**src/rtl/alu_execute_stage.sv**
```systemverilog
// Registered ALU execute stage: result, flags and branch decision one cycle after accept.
// Valid/ready with a main+skid pair, so a downstream stall never drops or duplicates an op.
module alu_execute_stage #(
  parameter int WIDTH = 32
) (
  input  logic             clk,
  input  logic             rst,
  input  logic             flush,
  input  logic             in_valid,
  output logic             in_ready,
  input  logic [WIDTH-1:0] src_a,
  input  logic [WIDTH-1:0] src_b,
  input  logic [2:0]       alu_control,
  input  logic             z,
  input  logic             g,
  input  logic [4:0]       rd_in,
  input  logic             reg_write_in,
  output logic             out_valid,
  input  logic             out_ready,
  output logic [WIDTH-1:0] result,
  output logic             zero,
  output logic             negative,
  output logic             carry,
  output logic             overflow,
  output logic             branch_taken,
  output logic [4:0]       rd_out,
  output logic             reg_write_out
);

  typedef struct packed {
    logic [WIDTH-1:0] result;
    logic             zero;
    logic             negative;
    logic             carry;
    logic             overflow;
    logic             branch_taken;
    logic [4:0]       rd;
    logic             reg_write;
  } payload_t;

  payload_t   pl_new;
  payload_t   main_q, main_d;
  payload_t   skid_q, skid_d;
  logic       main_vld_q, main_vld_d;
  logic       skid_vld_q, skid_vld_d;
  logic [WIDTH:0] sum_ext;
  logic [WIDTH:0] diff_ext;
  logic       lt_signed;
  logic       accept;
  logic       main_held;

  // Subtraction as A + ~B + 1 so the carry-out directly means "no borrow" (A >= B unsigned).
  assign sum_ext   = {1'b0, src_a} + {1'b0, src_b};
  assign diff_ext  = {1'b0, src_a} + {1'b0, ~src_b} + {{WIDTH{1'b0}}, 1'b1};
  assign lt_signed = $signed(src_a) < $signed(src_b);

  always_comb begin
    pl_new           = '0;
    pl_new.result    = sum_ext[WIDTH-1:0];
    pl_new.carry     = sum_ext[WIDTH];
    pl_new.overflow  = (src_a[WIDTH-1] == src_b[WIDTH-1]) &&
                       (sum_ext[WIDTH-1] != src_a[WIDTH-1]);
    case (alu_control)
      3'b001: begin
        pl_new.result   = diff_ext[WIDTH-1:0];
        pl_new.carry    = diff_ext[WIDTH];
        pl_new.overflow = (src_a[WIDTH-1] != src_b[WIDTH-1]) &&
                          (diff_ext[WIDTH-1] != src_a[WIDTH-1]);
      end
      3'b010: begin
        pl_new.result   = src_a & src_b;
        pl_new.carry    = 1'b0;
        pl_new.overflow = 1'b0;
      end
      3'b011: begin
        pl_new.result   = src_a | src_b;
        pl_new.carry    = 1'b0;
        pl_new.overflow = 1'b0;
      end
      3'b100: begin
        pl_new.result   = src_a ^ src_b;
        pl_new.carry    = 1'b0;
        pl_new.overflow = 1'b0;
      end
      3'b101: begin
        pl_new.result   = {{(WIDTH-1){1'b0}}, lt_signed};
        pl_new.carry    = 1'b0;
        pl_new.overflow = 1'b0;
      end
      default: ;
    endcase
    pl_new.zero         = (pl_new.result == '0);
    pl_new.negative     = pl_new.result[WIDTH-1];
    // Branch decision depends only on operands; beq wins over bge.
    pl_new.branch_taken = z ? (src_a == src_b) : (g ? !lt_signed : 1'b0);
    pl_new.rd           = rd_in;
    pl_new.reg_write    = reg_write_in;
  end

  // in_ready is exactly the registered "skid empty" bit.
  assign in_ready  = !skid_vld_q;
  assign accept    = in_valid && in_ready;
  assign main_held = main_vld_q && !out_ready;

  always_comb begin
    main_d     = main_q;
    skid_d     = skid_q;
    main_vld_d = main_vld_q;
    skid_vld_d = skid_vld_q;
    if (flush) begin
      main_vld_d = 1'b0;
      skid_vld_d = 1'b0;
    end else if (main_held) begin
      if (accept) begin
        skid_d     = pl_new;
        skid_vld_d = 1'b1;
      end
    end else if (skid_vld_q) begin
      main_d     = skid_q;
      main_vld_d = 1'b1;
      skid_vld_d = 1'b0;
    end else begin
      main_vld_d = accept;
      if (accept) begin
        main_d = pl_new;
      end
    end
  end

  always_ff @(posedge clk or negedge rst) begin
    if (!rst) begin
      main_q     <= '0;
      skid_q     <= '0;
      main_vld_q <= 1'b0;
      skid_vld_q <= 1'b0;
    end else begin
      main_q     <= main_d;
      skid_q     <= skid_d;
      main_vld_q <= main_vld_d;
      skid_vld_q <= skid_vld_d;
    end
  end

  assign out_valid     = main_vld_q;
  assign result        = main_q.result;
  assign zero          = main_q.zero;
  assign negative      = main_q.negative;
  assign carry         = main_q.carry;
  assign overflow      = main_q.overflow;
  assign branch_taken  = main_q.branch_taken;
  assign rd_out        = main_q.rd;
  assign reg_write_out = main_q.reg_write;

endmodule

```
**config.mk**
```make
export PLATFORM = sky130hd
export DESIGN_NAME = alu_execute_stage
export DESIGN_NICKNAME = d
export VERILOG_FILES = /design/src/rtl/alu_execute_stage.sv
export SDC_FILE = /design/constraint.sdc
export NUM_CORES = 1
export LEC_CHECK = 0
export BUFFER_PORTS_ARGS = -buffer_cell sky130_fd_sc_hd__buf_2
export CORE_MARGIN = 8
export CORE_UTILIZATION = 54
export DETAILED_ROUTE_END_ITERATION = 10
export PLACE_DENSITY = 0.75
export SYNTH_ARGS = -nofsm -noshare
export SYNTH_HDL_FRONTEND = slang
export SYNTH_SLANG_ARGS = --single-unit
```
**constraint.sdc**
```tcl
create_clock -name clk -period 1.76 [get_ports clk]
set_input_delay 0.264 -clock clk [delete_from_list [all_inputs] [get_ports clk]]
set_output_delay 0.264 -clock clk [all_outputs]
set_load 0.02 [all_outputs]
```
==> impl_metrics.toml, run 1 <==
[status]
status = "stopped before the end"
stop_stage = "global routing (5_1_grt)"
error_line = "[ERROR GRT-0232] Routing congestion too high. Check the congestion heatmap in the GUI."

[yosys]
synthFlopType = "dfrtp_1"
synth_seq_cells = 86
synth_edf_count = 0
synth_area_per_cell_sq_um = 7.51
synthDistinctLibCells = 85
syn_inst = 1262
synth_area_sq_mm = 0.00948
yosysSeqAreaShare = 0.227
syn-num-nets = 1440
synth_warnings = 0
synth-async-reset-ratio = 1.00

[place]
dp_hpwl_um = 30900
port_buffers = 124
place_area_sq_mm = 0.0136
gp_congestion = 1.04
pre_cts_slack_ns = -2.30

[die]
initial_core_util = 0.550
die_x_um = 149
die_height_um = 149
ioPinCount = 125
rows = 48

[clock_network]
cts_buffer_depth = 2
cts_buffers = 9
htree_levels = 3
cts-root-buf = "clkbuf_16"
numClockSinks = 86

[sta]
grt-worst-endpoint = "zero$_DFFE_PN0P_/D"
worst_path_end_type = "sequential cell input"

[global_route]
grt_max_degree = 64
overflow = 4
grt.total_usage = 0.552
routing by layer:
layer,track usage,overflow
met1,0.549,0
met2,0.780,3
met3,0.342,0
met4,0.492,1
met5,0.128,0
Yosys cell counts (16+ instances only):
library cell	number	area share
nand2_1	123	0.049
nor2_1	119	0.047
a21oi_1	117	0.062
inv_1	108	0.043
o21ai_0	105	0.055
ha_1	96	0.13
dfrtp_1	86	0.23
clkbuf_1	56	0.022
mux2i_1	31	0.033
nor3_1	30	0.016
nor2b_1	26	0.017
mux2_2	21	0.025
o31ai_1	19	0.015
a211oi_1	17	0.013
nand3_1	16	0.0084
timing repair:
item / in CTS
setup endpoints to repair: 72
buffers inserted: 42
hold buffers: 1
pin swaps: 95
gates resized for setup: 291
endpoints found under the hold margin: 30
logic make-up after synthesis:
group | synth area share
fa+ha+maj | 0.131
flops | 0.227
simple gates | 0.203
compound gates | 0.290
mux | 0.0577
buf+inv | 0.0790
xor+xnor | 0.0129
through the flow:
stage	utilization	cells
global placement	0.787	1922
detailed placement	0.787	1922
CTS	0.891	1972
floorplan	-	1262
==> run 2: changes to the inputs <==
- CORE_UTILIZATION: 54 -> 40
- PLACE_DENSITY: 0.75 -> unset
- PLACE_DENSITY_LB_ADDON: unset -> 0.15
- clock period: 1.76 -> 2.3 ns (I/O delays scaled with it)
==> impl_metrics.toml, run 2 <==
[yosys]
synth_area_sq_mm = 0.00948
yosysSeqAreaShare = 0.227
synthFlopType = "dfrtp_1"
synth_edf_count = 0
syn_inst = 1262
syn-num-nets = 1440
synth_top_area_share = 0.227
synth_top_cell_by_area = "dfrtp_1"
synthDistinctLibCells = 85
synth_commonest_cells = "nand2_1 (123), nor2_1 (119), a21oi_1 (117), inv_1 (108), o21ai_0 (105)"
synth-async-reset-ratio = 1.00
synth_warnings = 0
synth_seq_cells = 86
synth_area_leaders = "dfrtp_1 (23%), ha_1 (13%), a21oi_1 (6.2%)"
synth_area_per_cell_sq_um = 7.51
yosysMostFrequentCell = "nand2_1"

[pwr]
comb_power_share = 0.563
p_sw_uw = 3130
p_int_uw = 4760
cellPowerDensity_mw_per_mm2 = 494
peakVddDrop_mv = 0.408
clockPowerShare = 0.175
switching_share = 0.397
p_leak_uw = 0.00752
p_seq_frac = 0.263

[route]
avgViaCountPerCell = 5.42
num_vias = 11400
antenna_left = 0
drtIter0Drc = 772
drtPass1Iterations = 5
drc = 0
wire_per_inst_um = 18.4
drt-total-wl_um = 38500

[sta]
setup_viol = 56
holdWs_ns = -0.00717
fin_crit_sh = 1.56
slew_headroom = 0.464
clock_skew_ns = 0.00725
tns_ns = -29.90
finalHoldViolCount = 10
rsz0062_at_grt = "yes"
drv_slew = 0
layout_setup_ws_ns = -1.28
tightest_slew_ns = 0.805
finalCriticalPeriod_ns = 3.58
fmax_ghz = 0.280

[critical_path]
cp.arrival_ns = 3.82
max_stage_delay_ns = 0.52
crit_required_ns = 2.54
crit_fanout = 3
crit_family = "simple AND/OR/NAND/NOR gates"
timing.rr.start = "skid_vld_q"
path_class = "primary input to flip-flop"
r2r_slack_ns = 0.42
cpMostUsedCell = "buf_4"
cp_slowest_cell = "or4b_4"
crit_buf_inv = 5
rr_endpoint = "skid_q[30]"
endpoint_kind = "flip-flop"
worstRegToRegCells = 4
path_cells = "buf_8, buf_4, ha_1, buf_4, a21oi_1, o21ai_0, nor3_2, a21oi_4, buf_4, buf_4, nand2_1, a21oi_1, a311o_1, nor4bb_1, or4b_4, nor4_4, nand4b_1, o31ai_2"
cp-start-kind = "primary input"

[clock_network]
clk_latency_ns = 0.34
htree_levels = 3
cts_tree = "done"
clk_pin_slew_worst_paths_ns = 0.06
cts_buffer_depth = 2
cts_buffers = 9
cts-root-buf = "clkbuf_16"
numClockSinks = 86

[finish]
largest_reg_flops = 42
top_register = "skid_q"
area.sequential_sq_mm = 0.00215
fillers = 2038
drive_gt1_frac = 0.494
nets = 1952
layout_commonest_cell = "buf_4"
stdcell_area_sq_mm = 0.0160
multi_input_area_sq_mm = 0.00815
area_growth_pct = 68.4
layout_common_cells = "buf_4 (402), nand2_1 (118), buf_2 (105)"

[place]
place_area_sq_mm = 0.0136
gp_congestion = 0.979
port_buffers = 124
dp_hpwl_um = 30200

[die]
core_sq_mm = 0.0234
die_x_um = 170
die_area_sq_mm = 0.0289
die_height_um = 170
rows = 56
initial_core_util = 0.405
ioPinCount = 125

[hold_path]
hp-class = "primary input to async pin"

[status]
violations = "hold timing, setup timing"
status = "finished, violations left"

[global_route]
grt_pass1_vias = 11400
grt_pass1_wl_um = 60500
grt_max_degree = 67
overflow = 0
grt.total_usage = 0.259
grt_antenna_before_repair = 0

[flow_run]
max_cap_violations = 0
run 2: timing repair:
item | 4_1_cts | 5_1_grt
setup endpoints to repair | 62 | 65
pin swaps | 77 | 97
resized for setup | 226 | 168
hold buffers | 0 | 0
buffers inserted | 43 | 36
run 2: metal layers:
metal  global-route usage  vias to the layer above  wire [um]
met1                0.352                     5430      17500
li1                     -                     5556          -
met3               0.0313                       49       2270
met4               0.0591                        0        687
met2                0.433                      341      18100
met5                    0                        -          0
run 2: area by class of cell:
cell class / count / area share
multi-input cells: 986 / 0.510
repair buffers: 582 / 0.282
flip-flops and latches: 86 / 0.135
inverters: 109 / 0.0299
well taps: 319 / 0.0250
clock buffers: 9 / 0.0141
clock inverters: 7 / 0.00368
diodes: 1 / 0.000157
run 2: through the flow:
stage	instances	util	power [uW]	setup slack (ns)
2_1_floorplan	1262	-	3990	-1.23
3_3_place_gp	2024	0.581	5640	-1.92
3_5_place_dp	2024	0.581	5690	-1.96
4_1_cts	2077	0.646	7560	-1.25
5_1_grt	2098	0.682	8360	-1.44
6_report	2099	0.682	7890	-1.28
run 2: cell families (layout without fill, tap and decap cells):
kind of cell,count (synthesis),in the layout,share of synthesized area
compound gates,424,424,0.290
xor+xnor,14,14,0.0129
fa+ha+maj,98,98,0.131
buf+inv,190,707,0.0790
flops,86,86,0.227
mux,52,52,0.0577
other cells,0,1,0
simple gates,398,398,0.203
run 2: worst max path at each step:
stage / cells after the start / from / slack (ns) / endpoint
2_1_floorplan: 15 / src_b[2] / -1.23 / zero
3_3_place_gp: 16 / src_a[0] / -1.92 / zero
3_5_place_dp: 17 / src_a[0] / -1.96 / zero
4_1_cts: 16 / src_b[0] / -1.25 / zero
5_1_grt: 16 / src_b[5] / -1.44 / zero
6_report: 18 / src_a[9] / -1.28 / zero
run 2: power by group through the flow:
stage	Sequential [uW]	Clock, uW	Combinational, uW
2_1_floorplan	2240	0	1760
3_3_place_gp	2060	0	3580
3_5_place_dp	2080	0	3610
4_1_cts	2070	1400	4090
5_1_grt	2120	1470	4770
6_report	2070	1380	4440
Power figures use the tool's default switching activity.
